--- config.mk ---
export PLATFORM = sky130hd
export DESIGN_NAME = ffe_serial_mac_flat
export DESIGN_NICKNAME = d
export VERILOG_FILES = /design/src/rtl/ffe_serial_mac_if.sv /design/src/rtl/ffe_serial_mac.sv /design/src/flat_wrapper.sv
export SDC_FILE = /design/constraint.sdc
export NUM_CORES = 1
export LEC_CHECK = 0
export CAP_MARGIN = 20
export CORE_UTILIZATION = 55
export CTS_CLUSTER_SIZE = 10
export DETAILED_ROUTE_END_ITERATION = 12
export HOLD_SLACK_MARGIN = 0.08
export PLACE_DENSITY_LB_ADDON = 0.3
export SYNTH_ARGS = -nofsm -noshare
export SYNTH_HDL_FRONTEND = slang
export SYNTH_SLANG_ARGS = --single-unit
--- constraint.sdc ---
create_clock -name clk -period 11.96 [get_ports clk]
set_input_delay 2.99 -clock clk [delete_from_list [all_inputs] [get_ports clk]]
set_output_delay 2.99 -clock clk [all_outputs]
set_load 0.01 [all_outputs]
--- src/rtl/ffe_serial_mac_if.sv ---
// ffe_serial_mac_if: handshake and data bundle for the FFE serial MAC stage.
//
// Signals:
//   start     - request one output computation (master -> slave)
//   clear     - synchronous abort / zero output (master -> slave)
//   taps_flat - tap-register outputs, tap k at [k*WIDTH +: WIDTH], signed
//   coef_flat - coefficients, coef k at [k*COEF_W +: COEF_W], signed Q1.(COEF_W-1)
//   busy      - computation in progress (slave -> master)
//   done      - one-cycle pulse, y updated this cycle (slave -> master)
//   y         - rounded, saturated equalizer output sample (slave -> master)
interface ffe_serial_mac_if #(
    parameter int WIDTH  = 12,
    parameter int TAPS   = 4,
    parameter int COEF_W = 12
);
    logic                     start;
    logic                     clear;
    logic [TAPS*WIDTH-1:0]    taps_flat;
    logic [TAPS*COEF_W-1:0]   coef_flat;
    logic                     busy;
    logic                     done;
    logic signed [WIDTH-1:0]  y;

    modport master (
        output start, clear, taps_flat, coef_flat,
        input  busy, done, y
    );

    modport slave (
        input  start, clear, taps_flat, coef_flat,
        output busy, done, y
    );
endinterface

--- src/rtl/ffe_serial_mac.sv ---
// ffe_serial_mac: time-multiplexed multiply-accumulate stage fed by the FFE
// tap-delay registers. A start snapshots taps and coefficients, then one
// tap product is accumulated per cycle. The sum is rounded (half toward
// +inf), saturated to WIDTH bits and presented on y with a one-cycle done.
//
// Ports:
//   clk - system clock, rising edge
//   rst - synchronous reset, active-high
//   bus - ffe_serial_mac_if slave: start, clear, taps_flat, coef_flat in;
//         busy, done, y out
module ffe_serial_mac #(
    parameter int WIDTH  = 12,
    parameter int TAPS   = 4,
    parameter int COEF_W = 12,
    parameter int ACC_W  = 26
) (
    input  logic              clk,
    input  logic              rst,
    ffe_serial_mac_if.slave   bus
);
    localparam int IDX_W  = $clog2(TAPS);
    localparam int PROD_W = WIDTH + COEF_W;

    localparam logic [IDX_W-1:0]    LAST_IDX = IDX_W'(TAPS - 1);
    // Rounding and saturation run one bit wider than acc so the rounding
    // offset can never wrap, regardless of how ACC_W is chosen.
    localparam logic signed [ACC_W:0] HALF    = (ACC_W + 1)'(2 ** (COEF_W - 2));
    localparam logic signed [ACC_W:0] SAT_MAX = (ACC_W + 1)'(2 ** (WIDTH - 1) - 1);
    localparam logic signed [ACC_W:0] SAT_MIN = ~SAT_MAX;

    typedef enum logic [1:0] {
        IDLE,
        MAC,
        OUT
    } state_t;

    state_t                   state;
    logic [IDX_W-1:0]         idx;
    logic signed [ACC_W-1:0]  acc;
    logic signed [WIDTH-1:0]  tap_s  [TAPS];
    logic signed [COEF_W-1:0] coef_s [TAPS];
    logic                     busy_r;
    logic                     done_r;
    logic signed [WIDTH-1:0]  y_r;

    logic signed [PROD_W-1:0] prod;
    logic signed [ACC_W-1:0]  prod_ext;
    logic signed [ACC_W:0]    acc_ext;
    logic signed [ACC_W:0]    rnd_sum;
    logic signed [ACC_W:0]    shifted;
    logic signed [WIDTH-1:0]  y_next;

    always_comb begin
        prod     = tap_s[idx] * coef_s[idx];
        prod_ext = prod;
        acc_ext  = acc;
        rnd_sum  = acc_ext + HALF;
        shifted  = rnd_sum >>> (COEF_W - 1);
        y_next   = shifted[WIDTH-1:0];
        if (shifted > SAT_MAX) begin
            y_next = SAT_MAX[WIDTH-1:0];
        end else if (shifted < SAT_MIN) begin
            y_next = SAT_MIN[WIDTH-1:0];
        end
    end

    always_ff @(posedge clk) begin
        // done is a pulse: low unless the OUT branch raises it below.
        done_r <= 1'b0;
        if (rst || bus.clear) begin
            state  <= IDLE;
            idx    <= '0;
            acc    <= '0;
            busy_r <= 1'b0;
            y_r    <= '0;
            for (int unsigned k = 0; k < TAPS; k++) begin
                tap_s[k]  <= '0;
                coef_s[k] <= '0;
            end
        end else begin
            case (state)
                IDLE: begin
                    if (bus.start) begin
                        for (int unsigned k = 0; k < TAPS; k++) begin
                            tap_s[k]  <= bus.taps_flat[k*WIDTH +: WIDTH];
                            coef_s[k] <= bus.coef_flat[k*COEF_W +: COEF_W];
                        end
                        acc    <= '0;
                        idx    <= '0;
                        busy_r <= 1'b1;
                        state  <= MAC;
                    end
                end
                MAC: begin
                    acc <= acc + prod_ext;
                    idx <= idx + 1'b1;
                    if (idx == LAST_IDX) begin
                        state <= OUT;
                    end
                end
                OUT: begin
                    y_r    <= y_next;
                    done_r <= 1'b1;
                    busy_r <= 1'b0;
                    state  <= IDLE;
                end
                default: begin
                    state  <= IDLE;
                    busy_r <= 1'b0;
                end
            endcase
        end
    end

    assign bus.busy = busy_r;
    assign bus.done = done_r;
    assign bus.y    = y_r;
endmodule

--- src/flat_wrapper.sv ---
// flat-port wrapper written by rule: the top's interface ports become plain ports
module ffe_serial_mac_flat 
#(
    parameter int WIDTH  = 12,
    parameter int TAPS   = 4,
    parameter int COEF_W = 12,
    parameter int ACC_W  = 26
)
  (clk, rst, bus_start, bus_clear, bus_taps_flat, bus_coef_flat, bus_busy, bus_done, bus_y);
  ffe_serial_mac_if #(.WIDTH(WIDTH), .TAPS(TAPS), .COEF_W(COEF_W)) bus_i ();
  input  logic clk;
  input  logic rst;
  input wire logic [$bits(bus_i.start)-1:0] bus_start;
  input wire logic [$bits(bus_i.clear)-1:0] bus_clear;
  input wire logic [$bits(bus_i.taps_flat)-1:0] bus_taps_flat;
  input wire logic [$bits(bus_i.coef_flat)-1:0] bus_coef_flat;
  output wire logic [$bits(bus_i.busy)-1:0] bus_busy;
  output wire logic [$bits(bus_i.done)-1:0] bus_done;
  output wire logic [$bits(bus_i.y)-1:0] bus_y;
  assign bus_i.start = bus_start;
  assign bus_i.clear = bus_clear;
  assign bus_i.taps_flat = bus_taps_flat;
  assign bus_i.coef_flat = bus_coef_flat;
  assign bus_busy = bus_i.busy;
  assign bus_done = bus_i.done;
  assign bus_y = bus_i.y;
  ffe_serial_mac #(.WIDTH(WIDTH), .TAPS(TAPS), .COEF_W(COEF_W), .ACC_W(ACC_W)) u_core (.clk(clk), .rst(rst), .bus(bus_i));
endmodule
# == Word-level counts from Yosys, hierarchy flattened ==
# Memories as Yosys holds them, arrays and structs flattened. A register that Yosys moved wholly into a read port is not among the register bits.
# Index checks and enable logic that the tools add are counted.
# word_totals
reg_bits,44
ramBits,96
inputBits,100
out_inout_bits,14
elab_cells,64
n_memories,2
# mem_list
name,words,word_bits,read_ports,rd_clocked_by_memory_dff,wr,line,text
u_core.coef_s,4,12,1,1,4,ffe_serial_mac.sv:41,logic signed [COEF_W-1:0] coef_s [TAPS];
u_core.tap_s,4,12,1,1,4,ffe_serial_mac.sv:40,logic signed [WIDTH-1:0] tap_s [TAPS];
# op_classes
add_sub_neg,3
mul,1
n_lt_le_gt_ge,2
eq_ne,5
mux,30
n_bitwise,9
n_reduce_logical,6
# op_table
op,n
12-bit two-way mux,10
26-bit one-hot mux with 2 select lines,1
"26-bit by 12-bit adder with 27-bit output, second input constant",1
26-bit by 24-bit adder with 26-bit output,1
26-bit two-way mux,1
12-bit by 12-bit multiplier with 24-bit output,1
"16-bit by 12-bit > comparator with 1-bit output, second input constant",1
"16-bit by 12-bit less-than comparator with 1-bit output, second input constant",1
2-bit two-way mux,7
1-bit two-way mux,8
1-bit OR,8
2-bit one-hot mux with 2 select lines,2
2-bit AND reduction,3
"2-bit == test, second input constant",2
"2-bit by 1-bit adder with 2-bit output, second input constant",1
"2-bit by 1-bit == test with 1-bit output, second input constant",1
2-bit logical NOT,1
"2-bit by 1-bit inequality test with 1-bit output, second input constant",1
"2-bit inequality test, second input constant",1
1-bit one-hot mux with 2 select lines,1
2-bit nonzero test,1
1-bit logical OR,1
1-bit NOT,1

# == Longest topological paths before layout ==
# Gate-level depths: netlist (run 1).
# depth
word_depth,5
ltp_mapped,26
depth_no_buf,22

# == Least setup slack after synthesis (run 1) ==
# Ideal clock, no wire load.
# synth_timing
path_kind,flip-flop to flip-flop
start,reg (tool-made name)
end,reg u_core.acc[24]
setup_ns,0.129
t_arrival_ns,6.389
t_required_ns,11.831
setup_slack_ns,5.442
stages_incl_launch_ff,25
path_buffers,3
synth_period_minus_slack_ns,6.518
cell_sequence,dfxtp_1 -> buf_2 -> buf_2 -> mux2_2 -> o21ai_0 -> clkbuf_1 -> nor2_1 -> fa_1 -> inv_1 -> fa_1 -> inv_1 -> fa_1 -> fa_1 -> inv_1 -> fa_1 -> inv_1 -> ha_1 -> ha_1 -> and3_1 -> and2_1 -> a221oi_1 -> o31ai_2 -> a221oi_2 -> xor2_1 -> o21ai_0
# synth_lines
element,line,text
"end signal, assigned",ffe_serial_mac.sv:95,acc <= acc + prod_ext;
"end, declared",ffe_serial_mac.sv:39,logic signed [ACC_W-1:0] acc;

==> impl_metrics.csv, run 1 <==
group,metric,value,unit
cells_and_area,diodes,0,
pwr,p_comb_share,25.2,%
synthesis,ys_warn_count,0,
clocking,ctsResizeCount,0,
critical_path,crit_family,"adder cells",
clocking,cts.root.buffer_cell,"clkbuf_16",
sta,fmax,140.1,MHz
cells_and_area,final_nets,1566,
synthesis,yosys_most_used_dff,"edfxtp_1",
global_routing,grt_pass1_wl,42350,um
global_routing,grt_remaining_overflow,0,
placement,place.gp.congestion,0.8469,
sta,min_period_over_period,59.69,%
sta,slew_headroom,37.84,%
worst_hold_path,hold_end,"u_core.acc[7]",
clocking,htreeDepth,4,
clocking,cts_buffer_depth,2,
worst_hold_path,hp-class,"reg -> reg",
synthesis,avgSynthCellArea,11.00,um^2
run_status,status,"complete, but fails checks",
sta,clock_skew,0.01886,ns
drt,wire_per_inst,16.90,um
critical_path,critPathMostFrequentCell,"fa_1",
worst_hold_path,min_path_cells,2,
critical_path,crit_path_top_delay_cell,"dfxtp_2",
clocking,clk_pin_slew_worst_paths,0.08,ns
floorplanning,die_h,152.8,um
synthesis,synthCells,1136,
sta,worst_slew_pin_slew,0.9324,ns
critical_path,regToRegSetupSlack,4.82,ns
synthesis,ys_types,60,
sta,fin_ws,4.822,ns
global_routing,grt_pass1_vias,8526,
sta,setup_viol,0,
pwr,ir_worst_vdd,0.1051,mV
drt,postRouteAntennaNets,0,
sta,finalSetupTns,0,ns
pwr,p_seq_share,37.6,%
clocking,cts_tree,"done",
critical_path,path_max_fanout,25,
critical_path,startpoint_type,"flip-flop",
sta,layout_min_cycle_time,7.138,ns
synthesis,yosysSeqAreaShare,30.43,%
floorplanning,die_w,152.8,um
placement,preCtsSetupSlack,4.821,ns
pwr,switching_share,32.57,%
clocking,insertion_delay,0.44,ns
floorplanning,core,22030,um^2
sta,drv_slew,0,
clocking,postCtsSetupRepairBufs,0,
cells_and_area,final_cell_mix,"189 x inv_1, 171 x fa_1, 165 x and2_1, 113 x clkdlybuf4s50_1, 99 x nand2_1",
floorplanning,pin_count,114,
drt,vias,8247,
drt,drt_iter0_drc,550,
global_routing,grt_max_degree,97,
synthesis,synth_area,12500,um^2
drt,first_pass_iters,9,
critical_path,cp.arrival,7.43,ns
placement,port-buffer-count,113,
worst_hold_path,min_from,"u_core.acc[7]",
global_routing,grt_usage,23.15,%
floorplanning,die_area,23330,um^2
pwr,clockPowerShare,37.2,%
sta,final-hold-violation-count,0,
global_routing,antenna_found_initial,0,
pwr,cellPowerDensity,102.4,nW/um^2
run_status,violations,"DRC",
critical_path,max_stage_delay,0.93,ns
critical_path,timing.rr.end,"u_core.acc[24]",
critical_path,path_cells,"mux4_2, and2_1, inv_1, fa_1, fa_1, inv_1, fa_1, fa_1, inv_1, fa_1, inv_1, ha_1, ha_1, and3_1, and2_1, a221oi_1, o31ai_2, a221oi_2, xor2_1, o21ai_0",
critical_path,reg2reg_depth,20,
critical_path,cp.buffers_inverters,4,
drt,drc,1,
synthesis,synth_edf_count,96,
sta,rsz0062_at_grt,"no",
synthesis,synth_seq_cells,142,
critical_path,critPathKind,"reg -> reg",
pwr,leakage,6.582,nW
floorplanning,start_util,56.75,%
clocking,holdBufCountCts,0,
pwr,netSwitchingPower,0.4822,mW
clocking,numCtsBuffers,17,
drt,vias_per_cell,5.440,
synthesis,async_reset_ff_share,0,%
run,drv_cap,0,
critical_path,endpoint_kind,"flip-flop",
floorplanning,rows,54,
clocking,clock_sinks,142,
pwr,p_int,0.9983,mW
drt,drt-total-wl,25620,um
cells_and_area,layout_commonest_cell,"inv_1",
critical_path,cp.required,12.25,ns
placement,place_hpwl,19890,um
cells_and_area,layout-drive-gt1-share,7.362,%
synthesis,postSynthNetCount,1479,
cells_and_area,areaGrowthSynthToFinish,15.71,%
==> worst reg2reg max path, stage by stage (launching register included) <==
cell and delay [ns]:
dfxtp_2 0.93, mux4_2 0.76, and2_1 0.25, inv_1 0.08
fa_1 0.68, fa_1 0.61, inv_1 0.06, fa_1 0.47
fa_1 0.49, inv_1 0.05, fa_1 0.53, inv_1 0.04
ha_1 0.28, ha_1 0.37, and3_1 0.20, and2_1 0.17
a221oi_1 0.32, o31ai_2 0.17, a221oi_2 0.30, xor2_1 0.16
o21ai_0 0.08
==> registers in the layout, indices dropped and copies added (netlist names), named ones only <==
signal and cells:
u_core.tap_s 48, u_core.bus.done 1, u_core.state 2, u_core.bus.y 12, u_core.bus.busy 1, u_core.coef_s 48, u_core.idx 2, u_core.acc 26
==> cells by family (layout without fill, tap and decap cells) <==
group           after synthesis  count (layout)  synth area share, %
fa+ha+maj                   243             243                34.59
mux                          27              27                4.475
buf+inv                     242             342                7.497
compound gates              104             104                6.266
xor+xnor                     33              33                2.312
flops                       142             142                30.43
simple gates                345             345                14.42
==> per-stage QoR <==
stage | area, um^2 | instances | utilization, % | hold slack, ns | total power [mW]
final | 14460 | 1516 | 65.66 | 0.4639 | 1.481
after CTS | 14440 | 1515 | 65.54 | 0.4683 | 1.485
after floorplan | 12500 | 1136 | - | 0.4250 | 0.8350
after global routing | 14460 | 1516 | 65.66 | 0.4988 | 1.557
after global placement | 13820 | 1483 | 62.75 | 0.4386 | 0.9265
after detailed placement | 13820 | 1483 | 62.75 | 0.4498 | 0.9362
==> power groups by stage <==
stage / clock network, mW / logic (mW) / registers (mW)
after floorplan: 0 / 0.271 / 0.564
after global placement: 0 / 0.360 / 0.567
after detailed placement: 0 / 0.368 / 0.569
after CTS: 0.554 / 0.374 / 0.558
after global routing: 0.576 / 0.422 / 0.559
final: 0.550 / 0.373 / 0.557
==> synthesized netlist by cell type (5+ instances only) <==
master,count,area [um^2]
o21ai_0,27,135.1
ha_1,72,900.9
nor2_1,38,142.6
inv_1,189,709.4
a21o_1,6,45.04
a22o_1,9,78.83
mux4_2,23,518.0
fa_1,171,3423
clkbuf_1,39,146.4
xor2_1,5,43.79
nand3_1,14,70.07
xnor2_1,28,245.2
and2_1,165,1032
nor3_1,6,30.03
buf_2,9,45.04
o221a_2,11,123.9
nand2_1,100,375.4
a21oi_1,17,85.08
nand4_1,5,31.28
edfxtp_1,96,2883
dfxtp_1,46,920.9
==> final cells by class <==
type | instances | area, um^2
Multi-Input combinational cell | 752 | 7774
Fill cell | 1672 | 7564
Sequential cell | 142 | 3805
Timing Repair Buffer | 121 | 1211
Inverter | 189 | 709.4
Clock buffer | 17 | 425.4
Tap cell | 280 | 350.3
Clock inverter | 15 | 187.7
==> metal layers <==
metal	track usage (%)	routed length [um]
met2	38.16	12560
met1	31.87	11510
met4	6.349	385
met5	0	0
met3	3.896	1165
==> worst max-delay path by stage <==
stage	startpoint	endpoint	slack (ns)	cells past startpoint
after floorplan	flip-flop	u_core.acc[24]	5.44	24
after global placement	flip-flop	u_core.acc[24]	4.98	20
after detailed placement	flip-flop	u_core.acc[24]	4.82	20
after CTS	flip-flop	u_core.acc[24]	4.76	20
after global routing	flip-flop	u_core.acc[24]	4.38	20
final	flip-flop	u_core.acc[24]	4.82	20
Power figures use the tool's default switching activity.
==> run 2, diff against run 1 <==
- CORE_UTILIZATION: 55 -> 54
- clock period: 11.96 -> 5.9 ns (I/O delays scaled with it)
==> impl_metrics.csv, run 2 (same netlist as run 1, synthesis figures left out) <==
group,metric,value,unit
clocking,insertion_delay,0.45,ns
run,drv_cap,0,
worst_hold_path,min_from,"u_core.acc[7]",
worst_hold_path,min_path_cells,2,
global_routing,grt_pass1_vias,9842,
cells_and_area,stdcell_count,1675,
critical_path,startpoint_type,"flip-flop",
drt,drt_iter0_drc,834,
cells_and_area,layout-drive-gt1-share,24.82,%
floorplanning,die_h,154.1,um
global_routing,grt_remaining_overflow,0,
placement,port-buffer-count,113,
placement,place.gp.congestion,0.8611,
pwr,cellPowerDensity,207.2,nW/um^2
sta,final-hold-violation-count,0,
global_routing,grt_pass1_wl,50520,um
floorplanning,core,22640,um^2
floorplanning,rows,55,
sta,worst_slew_pin_slew,0.7906,ns
sta,rsz0062_at_grt,"yes",
cells_and_area,final_nets,1720,
cells_and_area,diodes,0,
drt,vias_per_cell,5.592,
drt,drt-total-wl,33270,um
cells_and_area,reg_top3,"u_core.coef_s (48), u_core.tap_s (48), u_core.acc (26)",
critical_path,reg2reg_depth,23,
critical_path,critPathKind,"reg -> reg",
sta,drv_slew,0,
worst_hold_path,hp-class,"reg -> reg",
clocking,htreeDepth,4,
global_routing,use_met2,47.49,%
pwr,leakage,7.426,nW
floorplanning,die_w,154.1,um
critical_path,timing.rr.end,"u_core.acc[24]",
global_routing,use_met3,4.820,%
critical_path,cp.arrival,6.60,ns
sta,fin_ws,-0.3693,ns
cells_and_area,final.fill_count,1374,
critical_path,path_max_fanout,8,
pwr,ir_worst_vdd,0.1686,mV
sta,whs,0.4626,ns
drt,vias,9366,
sta,layout_min_cycle_time,6.269,ns
drt,postRouteAntennaNets,0,
floorplanning,die_area,23760,um^2
placement,place_inst,1576,
critical_path,cp.required,6.23,ns
critical_path,endpoint_kind,"flip-flop",
sta,clock_skew,0.02357,ns
drt,wire_per_inst,19.86,um
global_routing,grt_usage,28.33,%
clocking,numCtsBuffers,17,
drt,first_pass_iters,6,
clocking,clk_pin_slew_worst_paths,0.08,ns
clocking,cts_buffer_depth,2,
sta,slew_headroom,47.06,%
clocking,cts.root.buffer_cell,"clkbuf_16",
floorplanning,start_util,55.21,%
global_routing,grt-busiest-layer,"met2",
floorplanning,pin_count,114,
placement,preCtsSetupSlack,-0.4035,ns
sta,min_period_over_period,106.3,%
run_status,violations,"setup timing",
clocking,cts_tree,"done",
cells_and_area,layout_commonest_cell,"inv_1",
global_routing,met1_usage,35.80,%
drt,drc,0,
sta,setup_viol,12,
worst_hold_path,hold_end,"u_core.acc[7]",
cells_and_area,final_cell_mix,"179 x inv_1, 165 x fa_1, 147 x and2_1, 134 x buf_4, 113 x clkdlybuf4s50_1",
run_status,status,"complete, but fails checks",
critical_path,regToRegSetupSlack,-0.37,ns
cells_and_area,areaGrowthSynthToFinish,32.02,%
global_routing,grt_max_degree,58,
clocking,clock_sinks,142,
global_routing,antenna_found_initial,1,
sta,fmax,159.5,MHz
placement,place_hpwl,21730,um
[run 2: worst max-delay path by stage]
stage,startpoint,cells past startpoint,to
4_1_cts,flip-flop,23,u_core.acc[24]
5_1_grt,flip-flop,23,u_core.acc[24]
6_report,flip-flop,23,u_core.acc[24]
3_5_place_dp,flip-flop,21,u_core.acc[24]
2_1_floorplan,flip-flop,21,u_core.acc[24]
3_3_place_gp,flip-flop,21,u_core.acc[24]
[run 2: worst max-delay path, stage by stage (launching register included)]
cell and delay (ns):
dfxtp_4 0.39, buf_12 0.13, buf_4 0.11, mux4_2 0.58, buf_6 0.18, nand2_1 0.11, fa_2 0.50, buf_4 0.17
fa_1 0.51, inv_1 0.07, fa_1 0.51, fa_1 0.54, inv_1 0.05, fa_1 0.51, inv_2 0.04, ha_4 0.26
ha_4 0.19, and3_4 0.15, and2_4 0.14, a221oi_4 0.32, o31ai_4 0.13, a221oi_2 0.32, xor2_1 0.16, o21ai_1 0.07
[run 2: what timing repair did]
| item | in CTS | in global routing |
|---|---|---|
| setup buffers | 41 | 22 |
| pin swaps | 68 | 46 |
| resized for setup | 64 | 46 |
| endpoints found under the setup margin | 10 | 15 |
| hold buffers | 0 | 0 |
| cloned | 5 | 0 |
[run 2: through the flow]
stage	utilization [%]	cell area, um^2	setup TNS, ns	total power, mW
after floorplan	-	12810	-0.01234	1.762
after global placement	65.02	14720	-1.265	2.057
after detailed placement	65.02	14720	-2.136	2.084
after CTS	71.32	16150	-1.819	3.316
after global routing	72.89	16500	-4.389	3.570
final	72.89	16500	-2.452	3.419
[run 2: layout make-up]
class / instances / area [um^2] / area share [%]
clock buffer: 17 / 425.4 / 2.578
clock inverter: 15 / 185.2 / 1.122
inverter: 189 / 709.4 / 4.299
multi-input combinational: 756 / 8489 / 51.44
sequential: 142 / 3807 / 23.07
tap: 285 / 356.6 / 2.161
timing repair buffer: 271 / 2529 / 15.32
[run 2: where the power goes]
group          switching (mW)  internal (mW)
clock network           0.542          0.577
registers              0.0294           1.11
logic                   0.571          0.590
total                    1.14           2.28
[run 2: routing by layer]
metal / up-vias / wire, um
met2: 484 / 16110
li1: 4155 / -
met1: 4576 / 13080
met4: 0 / 1742
met3: 151 / 2336
met5: - / 0
